<file path="config.mk">
export PLATFORM = sky130hd
export DESIGN_NAME = fifo_sync_param_flat
export DESIGN_NICKNAME = d
export VERILOG_FILES = /design/src/rtl/fifo_sync_param_if.sv /design/src/rtl/fifo_sync_param.sv /design/src/flat_wrapper.sv
export SDC_FILE = /design/constraint.sdc
export NUM_CORES = 1
export LEC_CHECK = 0
export ABC_AREA = 1
export BUFFER_PORTS_ARGS = -buffer_cell sky130_fd_sc_hd__buf_4
export CELL_PAD_IN_SITES_DETAIL_PLACEMENT = 0
export CELL_PAD_IN_SITES_GLOBAL_PLACEMENT = 1
export CORE_MARGIN = 2
export CORE_UTILIZATION = 30
export CTS_BUF_LIST = sky130_fd_sc_hd__clkbuf_4
export DETAILED_ROUTE_END_ITERATION = 8
export GPL_ROUTABILITY_DRIVEN = 0
export PLACE_DENSITY_LB_ADDON = 0.1
export SYNTH_ARGS = -nofsm -noshare
export SYNTH_HDL_FRONTEND = slang
export SYNTH_SLANG_ARGS = --single-unit
</file>
<file path="constraint.sdc">
create_clock -name clk -period 3.83 [get_ports clk]
set_input_delay 0.1915 -clock clk [delete_from_list [all_inputs] [get_ports clk]]
set_output_delay 0.1915 -clock clk [all_outputs]
set_load 0.005 [all_outputs]
</file>
<file path="src/rtl/fifo_sync_param_if.sv">
// Handshake, data and status bundle between a producer/consumer and fifo_sync_param.
// master drives the requests, slave is the FIFO itself.
interface fifo_sync_param_if #(
    parameter int FIFO_WIDTH = 16,
    parameter int FIFO_DEPTH = 8
);
    localparam int CW = $clog2(FIFO_DEPTH + 1);

    logic                  flush;
    logic [FIFO_WIDTH-1:0] data_in;
    logic                  wr_en;
    logic                  rd_en;
    logic [FIFO_WIDTH-1:0] data_out;
    logic                  wr_ack;
    logic                  overflow;
    logic                  underflow;
    logic                  full;
    logic                  empty;
    logic                  almostfull;
    logic                  almostempty;
    logic [CW-1:0]         count;

    modport master (
        output flush, data_in, wr_en, rd_en,
        input  data_out, wr_ack, overflow, underflow,
        input  full, empty, almostfull, almostempty, count
    );

    modport slave (
        input  flush, data_in, wr_en, rd_en,
        output data_out, wr_ack, overflow, underflow,
        output full, empty, almostfull, almostempty, count
    );
endinterface

</file>
<file path="src/rtl/fifo_sync_param.sv">
// Single-clock FIFO with arbitrary depth, programmable almost-full/empty margins,
// occupancy count, synchronous flush and optional first-word-fall-through read.
module fifo_sync_param #(
    parameter int FIFO_WIDTH = 16,
    parameter int FIFO_DEPTH = 8,
    parameter int AF_MARGIN  = 1,
    parameter int AE_MARGIN  = 1,
    parameter int FWFT       = 0
) (
    input  logic             clk,
    input  logic             rst,
    fifo_sync_param_if.slave bus
);
    localparam int PW = $clog2(FIFO_DEPTH);
    localparam int CW = $clog2(FIFO_DEPTH + 1);

    localparam logic [PW-1:0] PTR_LAST = PW'(FIFO_DEPTH - 1);
    localparam logic [CW-1:0] CNT_FULL = CW'(FIFO_DEPTH);
    localparam logic [CW-1:0] AF_LEVEL = CW'(FIFO_DEPTH - AF_MARGIN);
    localparam logic [CW-1:0] AE_LEVEL = CW'(AE_MARGIN);

    if (FIFO_WIDTH < 1) begin : g_bad_width
        $error("FIFO_WIDTH must be at least 1");
    end
    if (FIFO_DEPTH < 2) begin : g_bad_depth
        $error("FIFO_DEPTH must be at least 2");
    end
    if (AF_MARGIN < 1 || AF_MARGIN > FIFO_DEPTH - 1) begin : g_bad_af
        $error("AF_MARGIN must lie in 1..FIFO_DEPTH-1");
    end
    if (AE_MARGIN < 1 || AE_MARGIN > FIFO_DEPTH - 1) begin : g_bad_ae
        $error("AE_MARGIN must lie in 1..FIFO_DEPTH-1");
    end

    logic [FIFO_WIDTH-1:0] mem [FIFO_DEPTH];
    logic [PW-1:0]         wr_ptr;
    logic [PW-1:0]         rd_ptr;
    logic [CW-1:0]         count_q;
    logic [FIFO_WIDTH-1:0] dout_q;
    logic                  wr_ack_q;
    logic                  overflow_q;
    logic                  underflow_q;

    logic full;
    logic empty;
    logic rd_ok;
    logic wr_ok;

    // Pointers wrap explicitly so depth need not be a power of two.
    function automatic logic [PW-1:0] next_ptr(input logic [PW-1:0] p);
        return (p == PTR_LAST) ? '0 : p + PW'(1);
    endfunction

    assign full  = (count_q == CNT_FULL);
    assign empty = (count_q == '0);
    assign rd_ok = bus.rd_en && !empty;
    assign wr_ok = bus.wr_en && (!full || rd_ok);

    always_ff @(posedge clk or posedge rst) begin
        if (rst) begin
            wr_ptr      <= '0;
            rd_ptr      <= '0;
            count_q     <= '0;
            dout_q      <= '0;
            wr_ack_q    <= 1'b0;
            overflow_q  <= 1'b0;
            underflow_q <= 1'b0;
        end else if (bus.flush) begin
            wr_ptr      <= '0;
            rd_ptr      <= '0;
            count_q     <= '0;
            dout_q      <= '0;
            wr_ack_q    <= 1'b0;
            overflow_q  <= 1'b0;
            underflow_q <= 1'b0;
        end else begin
            if (wr_ok) begin
                wr_ptr <= next_ptr(wr_ptr);
            end
            if (rd_ok) begin
                rd_ptr <= next_ptr(rd_ptr);
            end
            case ({wr_ok, rd_ok})
                2'b10:   count_q <= count_q + CW'(1);
                2'b01:   count_q <= count_q - CW'(1);
                default: count_q <= count_q;
            endcase
            wr_ack_q    <= wr_ok;
            overflow_q  <= bus.wr_en && !wr_ok;
            underflow_q <= bus.rd_en && !rd_ok;
            if (FWFT == 0 && rd_ok) begin
                dout_q <= mem[rd_ptr];
            end
        end
    end

    // Storage is not reset; a write coinciding with flush is dropped.
    always_ff @(posedge clk) begin
        if (wr_ok && !bus.flush && !rst) begin
            mem[wr_ptr] <= bus.data_in;
        end
    end

    assign bus.data_out    = (FWFT != 0) ? (empty ? '0 : mem[rd_ptr]) : dout_q;
    assign bus.wr_ack      = wr_ack_q;
    assign bus.overflow    = overflow_q;
    assign bus.underflow   = underflow_q;
    assign bus.full        = full;
    assign bus.empty       = empty;
    assign bus.almostfull  = (count_q >= AF_LEVEL) && !full;
    assign bus.almostempty = (count_q <= AE_LEVEL) && !empty;
    assign bus.count       = count_q;
endmodule

</file>
<file path="src/flat_wrapper.sv">
// flat-port wrapper written by rule: the top's interface ports become plain ports
module fifo_sync_param_flat 
#(
    parameter int FIFO_WIDTH = 16,
    parameter int FIFO_DEPTH = 8,
    parameter int AF_MARGIN  = 1,
    parameter int AE_MARGIN  = 1,
    parameter int FWFT       = 0
)
  (clk, rst, bus_flush, bus_data_in, bus_wr_en, bus_rd_en, bus_data_out, bus_wr_ack, bus_overflow, bus_underflow, bus_full, bus_empty, bus_almostfull, bus_almostempty, bus_count);
  fifo_sync_param_if #(.FIFO_WIDTH(FIFO_WIDTH), .FIFO_DEPTH(FIFO_DEPTH)) bus_i ();
  input  logic clk;
  input  logic rst;
  input wire logic [$bits(bus_i.flush)-1:0] bus_flush;
  input wire logic [$bits(bus_i.data_in)-1:0] bus_data_in;
  input wire logic [$bits(bus_i.wr_en)-1:0] bus_wr_en;
  input wire logic [$bits(bus_i.rd_en)-1:0] bus_rd_en;
  output wire logic [$bits(bus_i.data_out)-1:0] bus_data_out;
  output wire logic [$bits(bus_i.wr_ack)-1:0] bus_wr_ack;
  output wire logic [$bits(bus_i.overflow)-1:0] bus_overflow;
  output wire logic [$bits(bus_i.underflow)-1:0] bus_underflow;
  output wire logic [$bits(bus_i.full)-1:0] bus_full;
  output wire logic [$bits(bus_i.empty)-1:0] bus_empty;
  output wire logic [$bits(bus_i.almostfull)-1:0] bus_almostfull;
  output wire logic [$bits(bus_i.almostempty)-1:0] bus_almostempty;
  output wire logic [$bits(bus_i.count)-1:0] bus_count;
  assign bus_i.flush = bus_flush;
  assign bus_i.data_in = bus_data_in;
  assign bus_i.wr_en = bus_wr_en;
  assign bus_i.rd_en = bus_rd_en;
  assign bus_data_out = bus_i.data_out;
  assign bus_wr_ack = bus_i.wr_ack;
  assign bus_overflow = bus_i.overflow;
  assign bus_underflow = bus_i.underflow;
  assign bus_full = bus_i.full;
  assign bus_empty = bus_i.empty;
  assign bus_almostfull = bus_i.almostfull;
  assign bus_almostempty = bus_i.almostempty;
  assign bus_count = bus_i.count;
  fifo_sync_param #(.FIFO_WIDTH(FIFO_WIDTH), .FIFO_DEPTH(FIFO_DEPTH), .AF_MARGIN(AF_MARGIN), .AE_MARGIN(AE_MARGIN), .FWFT(FWFT)) u_core (.clk(clk), .rst(rst), .bus(bus_i));
endmodule
</file>
Word level (Yosys, flattened, before mapping)
Memories as Yosys holds them, arrays and structs flattened. Cells that the tools add are included.

$add $sub $neg: 4. Magnitude comparators: 2. Eq/ne operators: 5. Mux-type cells: 15. Reduce and logical (&&, ||, !) cells: 19.

Operators with widths (count): $mux W16 (2); $mux W3 (6); $logic_and A1 B1 Y1 (8); $pmux W4 S2 (1); $add A3 B1 Y3 const B (2); $eq A3 B3 Y1 const B (2); $logic_not A1 Y1 (6); $mux W1 (5); $add A4 B1 Y4 const B (1); $eq A4 B4 Y1 const B (1); $ge A4 B3 Y1 const B (1); $le A4 B1 Y1 const B (1); $logic_not A4 Y1 (1); $mux W4 (1); $reduce_bool A2 Y1 (2); $sub A4 B1 Y4 const B (1); $reduce_bool A3 Y1 (1); $eq A2 B1 Y1 const B (1); $eq A2 B2 Y1 const B (1); $logic_or A1 B1 Y1 (1).

Bits in registers: 29. Bits in writable memories: 128. Input port bits: 21. Output and inout port bits: 27. Logic and storage cells: 53. Memories: 1.

Memory list: u_core.mem (depth 8, width 16, rd ports 1, clocked after Yosys merged registers in 0, write ports 1, RTL line fifo_sync_param.sv:35) `logic [FIFO_WIDTH-1:0] mem [FIFO_DEPTH];`.

Depth between registers and ports, before layout
Gate-level depths: netlist of run 1.

Word-level depth: 9. Depth in mapped cells: 10. Gate-level depth less buffers: 10.

Least setup slack after synthesis of run 1
No wires, ideal clock.

Path type: flip-flop to flip-flop. From: register u_core.count_q[0], in the netlist u_core.bus.count[0]. To: memory u_core.mem[0][0] (enable). Library setup time: 0.388 ns. Data arrival time: 2.041 ns. Required time: 3.442 ns. Slack: 1.400 ns. Cell stages (with the launch flop): 10. Path buffers: 0. Period minus slack after synthesis: 2.430 ns. Cells stage by stage: dfrtp_1 inv_1 ha_1 nand3_1 inv_1 nand2_1 nand2_1 nor2_2 nand2_1 nor2_1.

Elaborated cells between the ends (all ways): 11. Those cells by class: eq/ne: 1; mux: 2; reduce/logical: 8.

RTL lines: start, declared (RTL line fifo_sync_param.sv:38) `logic [CW-1:0] count_q;`; start signal, assigned (RTL line fifo_sync_param.sv:84) `2'b10: count_q <= count_q + CW'(1);`; start signal, assigned (RTL line fifo_sync_param.sv:85) `2'b01: count_q <= count_q - CW'(1);`; start signal, assigned (RTL line fifo_sync_param.sv:86) `default: count_q <= count_q;`; $eq A4 B4 Y1 (RTL line fifo_sync_param.sv:54) `assign full = (count_q == CNT_FULL);`; net bus_full (RTL line flat_wrapper.sv:22) `output wire logic [$bits(bus_i.full)-1:0] bus_full;`; $logic_not A1 Y1 (RTL line fifo_sync_param.sv:57) `assign wr_ok = bus.wr_en && (!full || rd_ok);`; $logic_or A1 B1 Y1 (RTL line fifo_sync_param.sv:57); $logic_and A1 B1 Y1 (RTL line fifo_sync_param.sv:57); $logic_and A1 B1 Y1 (2 in a row) (RTL line fifo_sync_param.sv:99) `if (wr_ok && !bus.flush && !rst) begin`; $mux W1 (RTL line fifo_sync_param.sv:99); $mux W1 (not written as such) (RTL line fifo_sync_param.sv:100) `mem[wr_ptr] <= bus.data_in;`; end, declared (RTL line fifo_sync_param.sv:35).

The timed path passes the listed nets, and every way through them passes these cells.

Worst setup path in the final report of run 1
From: register u_core.count_q[0], in the netlist u_core.bus.count[0]. To: memory u_core.mem[4][11] (enable).

Cells in the longest elaborated chain, start to end: 9. Elaborated cells between the ends (all ways): 11. Those cells by class: eq/ne: 1; mux: 2; reduce/logical: 8.

Ends and longest elaborated chain: $logic_not A4 Y1 (RTL line fifo_sync_param.sv:55) `assign empty = (count_q == '0);`; $logic_not A1 Y1 (RTL line fifo_sync_param.sv:56) `assign rd_ok = bus.rd_en && !empty;`; $logic_and A1 B1 Y1 (RTL line fifo_sync_param.sv:56); $logic_or A1 B1 Y1 (*) (RTL line fifo_sync_param.sv:57); $logic_and A1 B1 Y1 (*) (RTL line fifo_sync_param.sv:57); $logic_and A1 B1 Y1 (*) (2 in a row) (RTL line fifo_sync_param.sv:99); $mux W1 (*) (RTL line fifo_sync_param.sv:99); $mux W1 (not written as such) (*) (RTL line fifo_sync_param.sv:100).

Every way passes the cells marked *; elsewhere a longest branch is shown, timed or not.

==> results_dict.tcl, run 1 <==
set metrics [dict create \
    ys.flop_type "edfxtp_1" \
    grt_setup_unrepaired "no" \
    post_synth_xor_area_fraction_pct 0.1350 \
    port_buffers 47 \
    synthesis.instances 567 \
    die_width_um 151.1 \
    async_reset_ff_share_pct 18.47 \
    finalHoldViolations 0 \
    tcrit_tclk_final_pct 60.46 \
    die-area_mm2 0.02283 \
    number_of_enable_type_register_cells_in_the_synthesized_netlist 128 \
    worstSkewPairLatency_ps 560 \
    avgRoutedWirePerCell_um 17.44 \
    h-tree-depth 4 \
    detailroute.wirelength.met3_um 704 \
    routed.top_layer "met5" \
    antenna_found_initial 2 \
    synth_fa_ha_area_share_pct 1.542 \
    layout.cell_area.non_filler_mm2 0.007646 \
    tritoncts_buffer_count 17 \
    timing.reg2reg.setup_slack_ps 1510 \
    detail_route.iter0.violations 276 \
    grt_max_degree 67 \
    dp_slack_ps 1541 \
    grt_pass1_vias 4214 \
    total_negative_setup_slacks_ps 0 \
    cts_tree "built" \
    synth_nets 596 \
    setup_viol_count_final 0 \
    timing.setup.critical_path_class "register to register" \
    muxShareOfSynthArea_pct 0 \
    worst_slew_margin_rel_pct 28.70 \
    setup.worst_path.start_class "register" \
    final_net_count 669 \
    wl_met2_mm 7.145 \
    maxClockFrequency_mhz 431.8 \
    vias 4281 \
    dieHeight_um 151.1 \
    final_core_util_pct 36.14 \
    route.detailed.drc 0 \
    slew_violations 0 \
    fin_ws_ps 1514 \
    cp_cell_sequence "inv_1, ha_1, nand3_1, inv_1, nand2_1, nand2_1, nor2_2, nand2_1, nor2_1, buf_4" \
    grtUsageTotal_pct 15.12 \
    run_status "completed" \
    vdd.ir_drop.worst_uv 202.8 \
    synth_top_cell_area_share_pct 59.22 \
    worst-endpoint-arrival_ps 2560 \
    top_count_cell_post_synth "nor2_1" \
    path_common_cell "nand2_1" \
    synth_compound_gate_area_share_pct 5.629 \
    ant_nets 0 \
    drt_wl_total_mm 16.20 \
    multiInputGateArea_mm2 0.001658 \
    global_route_wire_length_before_repair_mm 24.94 \
    synth.cells.most_frequent "nor2_1, edfxtp_1, nand2_1, o21ai_0, nand3_1" \
    timing.hold.worst.class "input pin to asynchronous set/reset pin" \
    synthTopCellsByArea "edfxtp_1, dfrtp_1, nor2_1, o21ai_0, nand3_1" \
    postCtsSetupBuffers 0 \
    post_cts_resized 0 \
    routed_via_density 4.608 \
    core_region_area_mm2 0.02115 \
    crit_fanout 16 \
    worst_setup_path_end_kind "register" \
    drt_first_pass_iters 6 \
    timing.critical_path.required_ps 4070 \
    post_synth_instance_area_mm2 0.006490 \
    synth.ff_latch_count 157 \
    row_count 53 \
    dp.final_hpwl_mm 10.77 \
    cts.hold.buffers_added 22 \
    max_stage_delay_ps 480 \
    synthesis.yosys.warnings 0 \
    initial_utilization_pct 30.68 \
    pwr_density_cell_mw_per_mm2 583.8 \
    wl_met1_mm 8.110 \
    numClockSinks 157 \
    storage_cell_area_mm2 0.004571 \
    synth.yosys.seq_area_share_pct 70.41 \
    clkSlewWorstSetupHoldPaths_ps 140 \
    worstMarginPinSlew_ps 1069 \
    synth-simple-area-share_pct 18.24 \
    rr_endpoint "u_core.mem[4][11]" \
    clock_tree_root_buffer_cell "clkbuf_4" \
    timing.rr.start "u_core.bus.count[0]" \
    max_cap_violations 0 \
    kind_of_cell_adding_the_most_delay_to_the_critical_path "simple AND/OR/NAND/NOR gates" \
    fin_hold_ws_ps 72.98 \
    io_pins 48 \
    synthToLayoutAreaGrowth_pct 17.81 \
    p_leak_nw 2.954 \
    worstRegToRegCells 10 \
    fin_crit_ps 2316 \
    yosysTopAreaCell "edfxtp_1" \
    worstPathBufferInverterCount 3 \
    drive_gt1_share_pct 16.08 \
    post_dp_cell_area_mm2 0.007121 \
    avgSynthCellArea_um2 11.45 \
    filler_cell_count 2149 \
    cts_max_path_buffers 2 \
    dominant_combinational_cell_family_by_area_after_synthesis "simple AND/OR/NAND/NOR gates" \
    clock_skew_ps 18.14 \
    netlist-cell-type-count 27 \
    slowest_stage "dfrtp_1" \
    grt_remaining_overflow 0 \
]
per-layer routing:
| metal | global-route usage (%) | vias to the layer above |
|---|---|---|
| li1 | - | 2100 |
| met1 | 21.82 | 2053 |
| met2 | 22.80 | 104 |
| met3 | 3.253 | 22 |
| met4 | 4.720 | 2 |
| met5 | 0 | - |
logic make-up after synthesis:
group | after synthesis
AO/OA/AOI/OAI | 73
XOR/XNOR | 1
adder cells (fa/ha/maj) | 8
buffers and inverters | 52
flip-flops | 157
AND/OR/NAND/NOR | 276
final cells by class:
class                   count  area share [%]
flip-flops and latches    157           59.78
repair buffers             82           8.771
clock inverters            14           2.193
clock buffers              18           1.767
diodes                      1         0.03273
inverters                  24           1.276
well taps                 275           4.500
multi-input cells         358           21.68
placed cells by master, fill, tap and decap left out, drive strengths merged:
master,instances
nor2,146
edfxtp,128
o21ai,72
nand2,65
buf,60
nand3,58
dfrtp,29
inv,26
dlygate4sd3,22
clkbuf,18
ha,8
nand4,5
clkinv,5
clkinvlp,4
bufinv,3
diode,1
xor2,1
nor4,1
nor3,1
a21oi,1
sequential cells by signal, indices dropped and copies added (netlist names):
name and count:
u_core.bus.count 4, u_core.bus.data_out 16, u_core.bus.overflow 1, u_core.bus.underflow 1, u_core.bus.wr_ack 1, u_core.mem 128
u_core.rd_ptr 3, u_core.wr_ptr 3
worst max path at each step:
stage | start | end | cells past startpoint
3_3_place_gp | u_core.bus.count[0] | u_core.mem[4][15] | 10
2_1_floorplan | u_core.bus.count[0] | u_core.mem[0][0] | 9
3_5_place_dp | u_core.bus.count[0] | u_core.mem[4][0] | 10
6_report | u_core.bus.count[0] | u_core.mem[4][11] | 10
4_1_cts | u_core.bus.count[0] | u_core.mem[4][11] | 10
5_1_grt | u_core.bus.count[0] | u_core.mem[4][11] | 10
metrics by stage:
step / total power, mW / cells
global route: 4.791 / 929
floorplan: 2.956 / 567
finish: 4.464 / 929
global placement: 3.450 / 874
CTS: 4.533 / 928
detailed placement: 3.446 / 874
report_power, final:
group | internal [mW] | switching [mW]
Sequential | 1.95 | 0.0943
Combinational | 0.483 | 0.873
Clock | 0.460 | 0.598
Total | 2.90 | 1.57
worst min-delay path: cells and delay by family:
family                 cells  cell delay (ps)
buffers and inverters      3              810
No activity file was read; power rests on OpenSTA's default activity.
==> inputs of run 2 (changes only) <==
Clock period 3.83 ns to 2.18 ns, I/O delays scaled along.
==> run 2 against run 1 <==
Against the previous run:
- clock-buffer cell count rose by 1
- combinational power rose by 86%
- final cell count rose by 1.6%
- clock power rose by 93%
- routed wire length rose by 4.9%
- critical endpoint is now u_core.mem[0][13]
- largest cell class unchanged
==> results_dict.tcl, run 2 (synthesis results as in run 1) <==
set metrics [dict create \
    max_cap_violations 0 \
    slowest_stage "dfrtp_1" \
    ant_nets 0 \
    crit_fanout 6 \
    postCtsSetupBuffers 0 \
    initial_utilization_pct 30.68 \
    largest_register_ff_count 128 \
    antenna_found_initial 1 \
    kind_of_cell_adding_the_most_delay_to_the_critical_path "simple AND/OR/NAND/NOR gates" \
    core_region_area_mm2 0.02115 \
    grt_max_degree 40 \
    cts_max_path_buffers 2 \
    timing.hold.worst.class "input pin to asynchronous set/reset pin" \
    layout_commonest_cell "nor2_1" \
    vias 4328 \
    clock_tree_root_buffer_cell "clkbuf_4" \
    worstMarginPinSlew_ps 569.5 \
    row_count 53 \
    cp_cell_sequence "inv_1, ha_1, nand3_1, inv_1, nand2_1, nand2_2, nor2_4, nand2_2, nor2_2, buf_4" \
    layoutNonFillerInstCount 944 \
    finalHoldViolations 0 \
    slew_violations 0 \
    die-area_mm2 0.02283 \
    grt_setup_unrepaired "no" \
    place.detailed.instances 889 \
    worst_slew_margin_rel_pct 61.80 \
    routed_via_density 4.585 \
    max_stage_delay_ps 390 \
    drive_gt1_share_pct 19.76 \
    avgRoutedWirePerCell_um 17.99 \
    numClockSinks 157 \
    timing.critical_path.required_ps 2460 \
    clock_skew_ps 33.12 \
    grt_pass1_vias 4233 \
    pwr_density_cell_mw_per_mm2 1034 \
    p_leak_nw 3.074 \
    fin_ws_ps 137.3 \
    grtUsageTotal_pct 15.64 \
    worstRegToRegCells 10 \
    drt_first_pass_iters 4 \
    drt_wl_total_mm 16.99 \
    crit_cells 10 \
    dieHeight_um 151.1 \
    h-tree-depth 4 \
    worst_setup_path_end_kind "register" \
    final_net_count 684 \
    worst-endpoint-arrival_ps 2320 \
    maxClockFrequency_mhz 489.6 \
    power.total_mw 8.140 \
    timing.setup.critical_path_class "register to register" \
    route.detailed.drc 0 \
    synthToLayoutAreaGrowth_pct 21.34 \
    final_core_util_pct 37.23 \
    worstPathBufferInverterCount 3 \
    port_buffers 47 \
    layout_common_cells "nor2_1, edfxtp_1, buf_4" \
    dp.final_hpwl_mm 11.66 \
    dp_slack_ps 39.94 \
    global_route_wire_length_before_repair_mm 25.30 \
    tritoncts_buffer_count 17 \
    tcrit_tclk_final_pct 93.70 \
    grt_remaining_overflow 0 \
    vdd.ir_drop.worst_uv 442.5 \
    detail_route.iter0.violations 392 \
    run_status "completed" \
    die_width_um 151.1 \
    setup.worst_path.start_class "register" \
    fin_crit_ps 2043 \
    worstSkewPairLatency_ps 570 \
    setup_viol_count_final 0 \
    cts_tree "built" \
    largest-register "u_core.mem" \
    io_pins 48 \
    clkSlewWorstSetupHoldPaths_ps 150 \
]
==> run 2: cell types whose count changed in the layout (fill, tap and decap cells not counted), moves of 3 or more <==
cell,before,now
nor2_2,2,7
nand2_1,61,58
buf_6,0,6
buf_4,60,69
nor2_4,0,3
nor2_1,143,135
inv_6,4,1
==> run 2: worst reg2reg max path: stages (launching register included) <==
cell	delay [ps]
dfrtp_1	390
inv_1	100
ha_1	210
nand3_1	110
inv_1	80
nand2_1	120
nand2_2	100
nor2_4	130
nand2_2	130
nor2_2	180
buf_4	180
==> run 2: power breakdown <==
| group | switching (mW) | internal (mW) |
|---|---|---|
| combinational | 1.59 | 0.943 |
| clock | 1.01 | 1.04 |
| sequential | 0.125 | 3.43 |
| total | 2.73 | 5.41 |
==> run 2: worst paths after layout <==
path	start	to	slack, ps
max in group asynchronous	rst	u_core.rd_ptr[0]	1660
min	rst	u_core.bus.wr_ack	190
max	u_core.bus.count[1]	u_core.mem[0][13]	140
min reg2reg	u_core.bus.data_out[14]	u_core.bus.data_out[14]	500
max reg2reg	u_core.bus.count[1]	u_core.mem[0][13]	140
min in group clk	bus_data_in[8]	u_core.mem[6][8]	370
==> run 2: area by class of cell <==
cell class	count	area (um2)
inverter	24	97.59
fill	2072	13280
clock inverter	13	196.4
clock buffer	19	142.6
sequential	157	4571
tap	275	344.1
multi-input combinational	358	1705
antenna	1	2.502
timing repair buffer	97	815.8
==> run 2: layer usage <==
metal | global-route usage (%) | share of wire (%) | vias up
li1 | - | - | 2128
met1 | 19.77 | 45 | 2069
met2 | 26.75 | 49 | 114
met3 | 3.223 | 3.9 | 17
met4 | 5.327 | 1.7 | 0
met5 | 0 | 0 | -
==> run 2: metrics by stage <==
| stage | setup TNS, ps | hold slack [ps] | instance area (um2) |
|---|---|---|---|
| global placement | 0 | 250.0 | 7246 |
| floorplan | -31960 | 187.1 | 6490 |
| finish | 0 | 187.7 | 7875 |
| CTS | 0 | 173.6 | 7795 |
| global route | 0 | 206.0 | 7875 |
| detailed placement | 0 | 255.8 | 7246 |
==> run 2: repair_timing <==
action                                  CTS  global route
gates resized for setup                   0            23
endpoints found under the setup margin    0           128
hold buffers                             21             0
endpoints found under the hold margin   182             0
